<file path="src/rtl/nebula_pkg.sv">
// Shared types and constants for the nebula mesh and its traffic nodes.
package nebula_pkg;

  localparam int unsigned NEBULA_COORD_W = 4;
  localparam int unsigned NEBULA_SEQ_W   = 16;
  localparam int unsigned NEBULA_DATA_W  = 32;
  localparam int unsigned NEBULA_TS_W    = 16;

  localparam logic [15:0] NEBULA_LFSR_TAPS = 16'hB400;

  typedef enum logic [1:0] {
    PACKET_DATA  = 2'd0,
    PACKET_READ  = 2'd1,
    PACKET_WRITE = 2'd2,
    PACKET_RESP  = 2'd3
  } packet_type_t;

  typedef enum logic [1:0] {
    TRAFFIC_UNIFORM   = 2'd0,
    TRAFFIC_NEIGHBOUR = 2'd1,
    TRAFFIC_HOTSPOT   = 2'd2,
    TRAFFIC_TRANSPOSE = 2'd3
  } traffic_pattern_t;

  typedef struct packed {
    logic                      valid;
    packet_type_t              packet_type;
    logic [NEBULA_COORD_W-1:0] src_x;
    logic [NEBULA_COORD_W-1:0] src_y;
    logic [NEBULA_COORD_W-1:0] dest_x;
    logic [NEBULA_COORD_W-1:0] dest_y;
    logic [NEBULA_SEQ_W-1:0]   sequence_num;
    logic [NEBULA_DATA_W-1:0]  data;
  } flit_t;

endpackage

</file>
<file path="src/rtl/nebula_lfsr16.sv">
// 16-bit Galois LFSR, right-shifting, advancing every cycle outside reset.
module nebula_lfsr16
  import nebula_pkg::*;
#(
  parameter logic [15:0] SEED = 16'hACE1
) (
  input  logic        clk,
  input  logic        rst_n,
  output logic [15:0] q
);

  logic [15:0] lfsr_q;
  logic [15:0] lfsr_d;

  // Next state: shift right, fold taps in when the outgoing bit is set.
  always_comb begin
    lfsr_d = lfsr_q >> 1;
    if (lfsr_q[0]) begin
      lfsr_d = lfsr_d ^ NEBULA_LFSR_TAPS;
    end
  end

  // State register, loads the seed on reset.
  always_ff @(posedge clk) begin
    if (!rst_n) begin
      lfsr_q <= SEED;
    end else begin
      lfsr_q <= lfsr_d;
    end
  end

  assign q = lfsr_q;

endmodule

</file>
<file path="src/rtl/nebula_traffic_node.sv">
// Node traffic generator and sink: injects timestamped data flits by pattern
// and rate, and collects delivery/latency statistics on returned flits.
module nebula_traffic_node
  import nebula_pkg::*;
#(
  parameter int unsigned MY_X        = 0,
  parameter int unsigned MY_Y        = 0,
  parameter int unsigned MESH_SIZE_X = 4,
  parameter int unsigned MESH_SIZE_Y = 4,
  parameter int unsigned NUM_PACKETS = 20,
  parameter int unsigned HOTSPOT_X   = 0,
  parameter int unsigned HOTSPOT_Y   = 0,
  parameter logic [15:0] LFSR_SEED   = 16'hACE1
) (
  input  logic        clk,
  input  logic        rst_n,
  input  logic        start,
  input  logic [1:0]  pattern,
  input  logic [4:0]  inj_rate,
  output flit_t       req_data,
  output logic        req_valid,
  input  logic        req_ready,
  input  flit_t       resp_data,
  input  logic        resp_valid,
  output logic        resp_ready,
  output logic        busy,
  output logic        done,
  output logic [15:0] pkts_sent,
  output logic [15:0] pkts_recv,
  output logic [15:0] max_latency,
  output logic [31:0] lat_sum,
  output logic        err_misroute
);

  localparam int unsigned CW = NEBULA_COORD_W;
  localparam int unsigned TW = NEBULA_TS_W;

  localparam logic [1:0] S_IDLE = 2'd0;
  localparam logic [1:0] S_GEN  = 2'd1;
  localparam logic [1:0] S_SEND = 2'd2;
  localparam logic [1:0] S_DONE = 2'd3;

  localparam logic [CW-1:0] MY_X_C  = CW'(MY_X);
  localparam logic [CW-1:0] MY_Y_C  = CW'(MY_Y);
  localparam logic [CW-1:0] HOT_X_C = CW'(HOTSPOT_X);
  localparam logic [CW-1:0] HOT_Y_C = CW'(HOTSPOT_Y);
  localparam logic [CW-1:0] MASK_X  = CW'(MESH_SIZE_X - 1);
  localparam logic [CW-1:0] MASK_Y  = CW'(MESH_SIZE_Y - 1);
  localparam logic [CW-1:0] NN_X    = CW'((MY_X + 1) % MESH_SIZE_X);
  localparam bit            IS_HOT  = (MY_X == HOTSPOT_X) && (MY_Y == HOTSPOT_Y);
  localparam logic [15:0]   NUM_PKT = 16'(NUM_PACKETS);

  logic [15:0] lfsr;

  logic [1:0]       state_q, state_d;
  logic             start_q, start_d;
  logic [1:0]       pattern_in_q, pattern_in_d;
  logic [4:0]       rate_in_q, rate_in_d;
  traffic_pattern_t pattern_q, pattern_d;
  logic [4:0]       rate_q, rate_d;
  logic [TW-1:0]    cyc_q, cyc_d;
  logic             req_valid_q, req_valid_d;
  flit_t            req_data_q, req_data_d;
  logic             busy_q, busy_d;
  logic             done_q, done_d;
  logic [15:0]      pkts_sent_q, pkts_sent_d;
  logic [15:0]      pkts_recv_q, pkts_recv_d;
  logic [15:0]      max_latency_q, max_latency_d;
  logic [31:0]      lat_sum_q, lat_sum_d;
  logic             err_misroute_q, err_misroute_d;
  logic             resp_ready_q, resp_ready_d;

  logic             accept_start;
  logic [CW-1:0]    dest_x, dest_y;
  logic [TW-1:0]    latency;
  logic             resp_fire;

  nebula_lfsr16 #(.SEED(LFSR_SEED)) u_lfsr (
    .clk   (clk),
    .rst_n (rst_n),
    .q     (lfsr)
  );

  // Destination selection for the flit being built this cycle.
  always_comb begin
    dest_x = lfsr[7:4] & MASK_X;
    dest_y = lfsr[11:8] & MASK_Y;
    case (pattern_q)
      TRAFFIC_UNIFORM: ;
      TRAFFIC_NEIGHBOUR: begin
        dest_x = NN_X;
        dest_y = MY_Y_C;
      end
      TRAFFIC_HOTSPOT: begin
        if (!IS_HOT) begin
          dest_x = HOT_X_C;
          dest_y = HOT_Y_C;
        end
      end
      TRAFFIC_TRANSPOSE: begin
        dest_x = MY_Y_C;
        dest_y = MY_X_C;
      end
      default: ;
    endcase
  end

  // Generator FSM next-state, flit build and registered status.
  always_comb begin
    state_d      = state_q;
    start_d      = start;
    pattern_in_d = pattern;
    rate_in_d    = inj_rate;
    pattern_d    = pattern_q;
    rate_d       = rate_q;
    cyc_d        = cyc_q + TW'(1);
    req_valid_d  = req_valid_q;
    req_data_d   = req_data_q;
    pkts_sent_d  = pkts_sent_q;
    accept_start = 1'b0;
    case (state_q)
      S_IDLE, S_DONE: begin
        if (start_q) begin
          accept_start = 1'b1;
          state_d      = S_GEN;
          pattern_d    = traffic_pattern_t'(pattern_in_q);
          rate_d       = rate_in_q;
          pkts_sent_d  = 16'd0;
        end
      end
      S_GEN: begin
        if ({1'b0, lfsr[3:0]} < rate_q) begin
          req_data_d.valid        = 1'b1;
          req_data_d.packet_type  = PACKET_DATA;
          req_data_d.src_x        = MY_X_C;
          req_data_d.src_y        = MY_Y_C;
          req_data_d.dest_x       = dest_x;
          req_data_d.dest_y       = dest_y;
          req_data_d.sequence_num = pkts_sent_q;
          req_data_d.data         = {16'd0, cyc_q};
          req_valid_d             = 1'b1;
          state_d                 = S_SEND;
        end
      end
      S_SEND: begin
        if (req_ready) begin
          req_valid_d = 1'b0;
          pkts_sent_d = pkts_sent_q + 16'd1;
          state_d     = (pkts_sent_d == NUM_PKT) ? S_DONE : S_GEN;
        end
      end
      default: state_d = S_IDLE;
    endcase
    busy_d = (state_d == S_GEN) || (state_d == S_SEND);
    done_d = (state_d == S_DONE);
  end

  // Response sink statistics; a run start clears and overrides a handshake.
  always_comb begin
    resp_ready_d   = 1'b1;
    pkts_recv_d    = pkts_recv_q;
    max_latency_d  = max_latency_q;
    lat_sum_d      = lat_sum_q;
    err_misroute_d = err_misroute_q;
    resp_fire      = resp_valid && resp_ready_q;
    latency        = cyc_q - resp_data.data[TW-1:0];
    if (accept_start) begin
      pkts_recv_d    = 16'd0;
      max_latency_d  = 16'd0;
      lat_sum_d      = 32'd0;
      err_misroute_d = 1'b0;
    end else if (resp_fire) begin
      pkts_recv_d = pkts_recv_q + 16'd1;
      lat_sum_d   = lat_sum_q + 32'(latency);
      if (latency > max_latency_q) begin
        max_latency_d = latency;
      end
      if ((resp_data.dest_x != MY_X_C) || (resp_data.dest_y != MY_Y_C)) begin
        err_misroute_d = 1'b1;
      end
    end
  end

  // State and output registers, synchronous active-low reset.
  always_ff @(posedge clk) begin
    if (!rst_n) begin
      state_q        <= S_IDLE;
      start_q        <= 1'b0;
      pattern_in_q   <= 2'd0;
      rate_in_q      <= 5'd0;
      pattern_q      <= TRAFFIC_UNIFORM;
      rate_q         <= 5'd0;
      cyc_q          <= '0;
      req_valid_q    <= 1'b0;
      req_data_q     <= '0;
      busy_q         <= 1'b0;
      done_q         <= 1'b0;
      pkts_sent_q    <= 16'd0;
      pkts_recv_q    <= 16'd0;
      max_latency_q  <= 16'd0;
      lat_sum_q      <= 32'd0;
      err_misroute_q <= 1'b0;
      resp_ready_q   <= 1'b0;
    end else begin
      state_q        <= state_d;
      start_q        <= start_d;
      pattern_in_q   <= pattern_in_d;
      rate_in_q      <= rate_in_d;
      pattern_q      <= pattern_d;
      rate_q         <= rate_d;
      cyc_q          <= cyc_d;
      req_valid_q    <= req_valid_d;
      req_data_q     <= req_data_d;
      busy_q         <= busy_d;
      done_q         <= done_d;
      pkts_sent_q    <= pkts_sent_d;
      pkts_recv_q    <= pkts_recv_d;
      max_latency_q  <= max_latency_d;
      lat_sum_q      <= lat_sum_d;
      err_misroute_q <= err_misroute_d;
      resp_ready_q   <= resp_ready_d;
    end
  end

  logic unused_bits;
  assign unused_bits = ^{lfsr[15:12], resp_data.valid, resp_data.packet_type,
                         resp_data.src_x, resp_data.src_y, resp_data.sequence_num,
                         resp_data.data[31:16]};

  assign req_data     = req_data_q;
  assign req_valid    = req_valid_q;
  assign resp_ready   = resp_ready_q;
  assign busy         = busy_q;
  assign done         = done_q;
  assign pkts_sent    = pkts_sent_q;
  assign pkts_recv    = pkts_recv_q;
  assign max_latency  = max_latency_q;
  assign lat_sum      = lat_sum_q;
  assign err_misroute = err_misroute_q;

endmodule

</file>
<file path="config.mk">
export PLATFORM = sky130hd
export DESIGN_NAME = nebula_traffic_node
export DESIGN_NICKNAME = d
export VERILOG_FILES = /design/src/rtl/nebula_pkg.sv /design/src/rtl/nebula_lfsr16.sv /design/src/rtl/nebula_traffic_node.sv
export SDC_FILE = /design/constraint.sdc
export NUM_CORES = 1
export LEC_CHECK = 0
export ABC_AREA = 1
export ABC_CLOCK_PERIOD_IN_PS = 4800
export BUFFER_PORTS_ARGS = -buffer_cell sky130_fd_sc_hd__buf_2
export CAP_MARGIN = 25
export CORE_ASPECT_RATIO = 1.25
export CORE_MARGIN = 2
export CORE_UTILIZATION = 53
export DETAILED_ROUTE_END_ITERATION = 12
export PLACE_DENSITY = 0.75
export REMOVE_ABC_BUFFERS = 1
export SLEW_MARGIN = 20
export SYNTH_ARGS = -nofsm -noshare
export SYNTH_HDL_FRONTEND = slang
export SYNTH_HIERARCHICAL = 1
export SYNTH_SLANG_ARGS = --single-unit
</file>
<file path="constraint.sdc">
create_clock -name clk -period 4.8 [get_ports clk]
set_clock_uncertainty 0.1 [all_clocks]
set_input_delay 0.24 -clock clk [delete_from_list [all_inputs] [get_ports clk]]
set_output_delay 0.24 -clock clk [all_outputs]
set_load 0.02 [all_outputs]
</file>
==> impl_metrics.py, run 1 <==
metrics = {
    "worst_hold_path": {
        "hp-class": "primary input to flop",
        "min_to": "err_misroute$_SDFFE_PP0P_",
        "hold_start": "resp_data[50]",
        "min_path_cells": 5,
    },
    "place": {
        "gp_congestion": 0.9230,
        "dp_cells": 1674,
        "preCtsSetupSlack_ns": 0.7984,
        "dp_hpwl_mm": 16.72,
        "numPortBuffers": 157,
    },
    "timing": {
        "grt_setup_unrepaired": "no",
        "fin_crit_sh": 0.8407,
        "worst_hold_slack_ns": 0.09208,
        "finalHoldViolCount": 0,
        "maxSlewViolCount": 0,
        "setup_slack_ns": 0.7647,
        "slew_headroom": 0.3266,
        "fmax_mhz": 247.8,
        "layout_min_cycle_time_ns": 4.035,
        "tns_ns": 0,
        "worst_slew_pin_slew_ns": 1.009,
        "setup_viol": 0,
    },
    "cts": {
        "clkTransAtPathRegs_ns": 0.07,
        "clock_path_buffers": 2,
        "cts_tree": "done",
        "clock_latency_ns": 0.43,
        "cts_max_level": 4,
        "clock-sinks": 171,
        "cts_buffers": 17,
        "postCtsSetupBuffers": 0,
        "cts.root.buffer_cell": "clkbuf_16",
    },
    "floorplan": {
        "io_pins": 231,
        "fp.dieW_um": 123.0,
        "coreArea_um2": 17360,
        "fp-row-count": 54,
        "initial_utilization": 0.5399,
        "die-area_um2": 18780,
        "die_h_um": 152.7,
    },
    "setup_path": {
        "crit_type": "flop to flop",
        "reg2reg_slack_ns": 0.76,
        "crit_path_max_fanout": 20,
        "crit_start": "cyc_q[0]$_SDFF_PN0_",
        "worstPathArrival_ns": 4.26,
        "reg2reg_depth": 20,
        "critPathLaunchType": "flop",
        "worst_path_max_delay_cell": "nand2_1",
        "timing.rr.start": "cyc_q[0]$_SDFF_PN0_",
        "crit_top_cell": "nand2_1",
        "worstSetupEndpointType": "flop",
        "reg2reg_to": "max_latency[14]$_SDFFE_PP0P_",
        "crit_required_ns": 5.03,
        "cpPeakStageDelay_ns": 0.64,
        "cp_cell_sequence": "inv_1 > ha_1 > inv_1 > fa_1 > nand2_1 > nand2_1 > o21ai_1 > o21ai_1 > nand3_1 > nand2_1 > xor2_1 > ha_1 > nand2_1 > o21ai_0 > a21oi_1 > nand2_1 > nand2_1 > nand2_1 > nand2_1 > nor2_1",
    },
    "synthesis": {
        "synthCells": 1332,
        "yosysWarnings": 6,
        "avgSynthCellArea_um2": 7.038,
        "synth.cell_area_um2": 9375,
    },
    "detailed_routing": {
        "routed_wl_mm": 22.86,
        "wl_per_cell_um": 13.30,
        "dr.pass1.iters": 5,
        "vias_per_cell": 5.111,
        "first_iter_violations": 368,
        "route.vias.total": 8780,
        "ant_nets": 0,
        "drc_errors": 0,
    },
    "global_routing": {
        "grt.overflow.total": 0,
        "grt_pass1_vias": 8126,
        "grt_pass1_wl_mm": 37.34,
        "grt_max_degree": 68,
        "grtUsageTotal": 0.2462,
        "antenna_found_initial": 5,
    },
    "finish": {
        "layout-drive-gt1-share": 0.1517,
        "nNetsFinal": 1617,
        "final_cells": 1718,
        "nFillCells": 1594,
        "area_delta_synth_final_pct": 15.53,
    },
    "power_and_ir_drop": {
        "p_per_area_nw_per_um2": 343.5,
        "vdd_drop_max_uv": 237.9,
        "p_leak_nw": 5.243,
    },
    "run": {
        "drv_cap": 0,
    },
    "status": {
        "status": "completed",
    },
}
## final cells by class
cell class,instances,area (um2),area share
Tap cell,224,280.3,0.02588
Antenna cell,4,10.01,0.0009241
Multi-Input combinational cell,936,4928,0.4550
Clock buffer,17,425.4,0.03927
Clock inverter,15,177.7,0.01640
Timing Repair Buffer,171,910.9,0.08409
Sequential cell,171,3423,0.3160
Inverter,180,675.6,0.06238
## registers in the layout, indices dropped and copies added, names as in the netlist
register and flops:
pkts_sent 16, done 1, cyc_q 16, req_valid 1, lat_sum 32, rate_q 5
state_q 2, busy 1, pattern_q 2, resp_ready 1, max_latency 16, err_misroute 1
start_q 1, pkts_recv 16, pattern_in_q 2, u_lfsr/q 16, req_data 37, rate_in_q 5
## routing by layer
| layer | global-route usage | share of wire | vias up |
|---|---|---|---|
| met5 | 0 | 0.00057 | - |
| met2 | 0.4323 | 0.51 | 216 |
| met3 | 0.05165 | 0.055 | 47 |
| met4 | 0.1122 | 0.032 | 2 |
| li1 | - | - | 4573 |
| met1 | 0.2807 | 0.41 | 3942 |
## worst max-delay path, delay by kind of cell (launching register included)
family | cells | cell delay (ns)
fa+ha+maj | 3 | 0.88
simple gates | 10 | 1.56
buf+inv | 2 | 0.13
xor+xnor | 1 | 0.37
flops | 1 | 0.34
compound gates | 4 | 0.54
## power breakdown
part	switching, W	internal (W)
Clock	0.000678	0.000703
Combinational	0.000522	0.000248
Sequential	0.0000570	0.00151
Total	0.00126	0.00246
## placed cells by master, fill, tap and decap left out, drive strengths merged, types with 3 or more instances in the layout
cell type,count
ha,59
nor3b,4
o211ai,4
o21ai,89
o21bai,4
nand2,279
o21a,3
nor2,127
nand3,84
nor3,22
nand3b,3
buf,163
diode,4
xnor2,8
conb,30
nor4,5
clkinv,8
dlygate4sd3,8
a21o,6
clkinvlp,3
inv,184
a21oi,156
clkbuf,17
nand4,20
dfxtp,171
xor2,20
## how the worst max path moves through the flow
stage | end | slack, ns | cells after the start
floorplan | max_latency[15]$_SDFFE_PP0P_ | 1.17 | 21
global placement | max_latency[15]$_SDFFE_PP0P_ | 0.84 | 20
detailed placement | max_latency[9]$_SDFFE_PP0P_ | 0.80 | 20
CTS | max_latency[14]$_SDFFE_PP0P_ | 0.77 | 20
global route | max_latency[9]$_SDFFE_PP0P_ | 0.39 | 20
finish | max_latency[14]$_SDFFE_PP0P_ | 0.76 | 20
## per-stage QoR
| stage | util | total power [W] | cell area (um2) |
|---|---|---|---|
| after floorplan | - | 0.002127 | 9025 |
| after global placement | 0.5839 | 0.002346 | 10140 |
| after detailed placement | 0.5839 | 0.002361 | 10140 |
| after CTS | 0.6232 | 0.003750 | 10820 |
| after global routing | 0.6235 | 0.003924 | 10830 |
| final | 0.6238 | 0.003721 | 10830 |
## what timing repair did
action	in CTS	in global routing
endpoints found under the hold margin	8	0
gates resized for setup	0	0
hold buffers	8	0
Note: power is estimated with default switching activity, not from simulation.
==> run 2, diff against run 1 <==
ABC_AREA = 0   (was 1)
ABC_CLOCK_PERIOD_IN_PS = 4150   (was 4800)
PLACE_DENSITY = 0.76   (was 0.75)
clock period = 4.15 ns   (was 4.8 ns; I/O delays follow)
==> impl_metrics.py, run 2 <==
metrics = {
    "status": {
        "status": "completed",
    },
    "finish": {
        "final_common_cell": "dfxtp_1",
        "layout-drive-gt1-share": 0.1860,
        "largest_reg_flops": 37,
        "postLayoutCoreUtil": 0.6322,
        "antennaDiodeCount": 0,
        "nNetsFinal": 1374,
        "mostFrequentLayoutCells": "dfxtp_1 (170), nand2_1 (160), buf_2 (157)",
        "area_delta_synth_final_pct": 17.79,
    },
    "cts": {
        "cts_max_level": 4,
        "clock_latency_ns": 0.43,
        "cts_buffers": 17,
        "cts_tree": "done",
        "clkTransAtPathRegs_ns": 0.07,
        "clock-sinks": 171,
        "cts.root.buffer_cell": "clkbuf_16",
        "clock_path_buffers": 2,
    },
    "global_routing": {
        "grt_max_degree": 75,
        "grt_pass1_vias": 7250,
        "grt.overflow.total": 0,
        "antenna_found_initial": 2,
        "grtUsageTotal": 0.2286,
        "grt_pass1_wl_mm": 33.38,
    },
    "synthesis": {
        "synthCells": 1088,
        "avgSynthCellArea_um2": 8.211,
        "yosysWarnings": 6,
        "synth.cell_area_um2": 8934,
    },
    "timing": {
        "layout_min_cycle_time_ns": 3.902,
        "slew_headroom": 0.4774,
        "setup_viol": 0,
        "worst_hold_slack_ns": 0.02794,
        "grt_setup_unrepaired": "no",
        "maxSlewViolCount": 0,
        "worst_slew_pin_slew_ns": 0.7839,
        "setup_slack_ns": 0.2483,
        "fin_crit_sh": 0.9402,
        "fmax_mhz": 256.3,
        "finalHoldViolCount": 0,
    },
    "detailed_routing": {
        "first_iter_violations": 393,
        "drc_errors": 0,
        "routed_wl_mm": 20.38,
        "ant_nets": 0,
        "wl_per_cell_um": 13.89,
        "vias_per_cell": 5.255,
        "dr.pass1.iters": 4,
        "route.vias.total": 7709,
    },
    "floorplan": {
        "initial_utilization": 0.5367,
        "fp-row-count": 53,
        "io_pins": 231,
        "coreArea_um2": 16640,
        "die_h_um": 149.2,
        "die-area_um2": 17920,
        "fp.dieW_um": 120.1,
    },
    "setup_path": {
        "worstSetupEndpointType": "flop",
        "crit_path_max_fanout": 8,
        "worstPathArrival_ns": 4.10,
        "crit_type": "flop to flop",
        "crit_required_ns": 4.35,
        "critPathLaunchType": "flop",
    },
    "place": {
        "dp_hpwl_mm": 14.76,
        "gp_congestion": 0.8823,
        "preCtsSetupSlack_ns": 0.09703,
        "numPortBuffers": 157,
    },
    "power_and_ir_drop": {
        "p_per_area_nw_per_um2": 375.9,
        "vdd_drop_max_uv": 266.1,
        "power_w": 0.003956,
        "p_leak_nw": 4.742,
    },
    "worst_hold_path": {
        "hp-class": "primary input to flop",
    },
    "run": {
        "drv_cap": 0,
    },
}
## run 2: power breakdown
group          switching [W]  internal, W
sequential         0.0000320      0.00169
combinational       0.000337     0.000204
clock               0.000724     0.000973
## run 2: what timing repair did
| action | CTS | global route |
|---|---|---|
| setup buffers | 0 | 2 |
| hold buffers | 9 | 0 |
| resized for setup | 0 | 9 |
| endpoints found under the setup margin | 0 | 32 |
| hold endpoints to repair | 9 | 0 |
## run 2: metrics by stage
stage / setup TNS, ns / area [um2] / instances
2_1_floorplan: -3.946 / 8549 / 1033
3_3_place_gp: 0 / 9738 / 1424
3_5_place_dp: 0 / 9738 / 1424
4_1_cts: 0 / 10460 / 1465
5_1_grt: 0 / 10520 / 1467
6_report: 0 / 10520 / 1467
## run 2: final cells by class
| class | count | area (um2) |
|---|---|---|
| fillers | 1474 | 6122 |
| multi-input cells | 814 | 5002 |
| flip-flops and latches | 171 | 3425 |
| repair buffers | 182 | 1008 |
| clock buffers | 17 | 425.4 |
| well taps | 220 | 275.3 |
| clock inverters | 15 | 206.4 |
| inverters | 48 | 180.2 |
## run 2: path summary, 6_finish.rpt
| check | start | endpoint | cells past startpoint | slack (ns) |
|---|---|---|---|---|
| min reg2reg | u_lfsr/q[7]$_SDFF_PN1_ | u_lfsr/q[6]$_SDFF_PN1_ | 1 | 0.32 |
| max reg2reg | cyc_q[0]$_SDFF_PN0_ | lat_sum[26]$_SDFFE_PP0P_ | 19 | 0.25 |
| max | cyc_q[0]$_SDFF_PN0_ | lat_sum[26]$_SDFFE_PP0P_ | 19 | 0.25 |
| min | rst_n | resp_ready$_DFF_P_ | 1 | 0.03 |
## run 2: metal layers
metal	vias to the layer above	track usage	part of all wire
met5	-	0	0.0013
met3	38	0.05887	0.056
met4	4	0.08059	0.022
met2	177	0.4082	0.50
met1	3575	0.2632	0.42
li1	3915	-	-
## run 2: critical path: stages, from the launching register on
cell,delay [ns]
dfxtp_2,0.34
inv_1,0.05
ha_1,0.15
inv_1,0.05
fa_1,0.38
a211o_1,0.31
a21oi_2,0.20
o31ai_2,0.10
a21o_1,0.20
a21oi_2,0.17
xnor2_2,0.17
ha_1,0.29
and2_1,0.20
and3_1,0.21
a22oi_2,0.20
nand3_1,0.10
buf_4,0.18
nand4_1,0.12
xor2_1,0.19
nor2_1,0.05
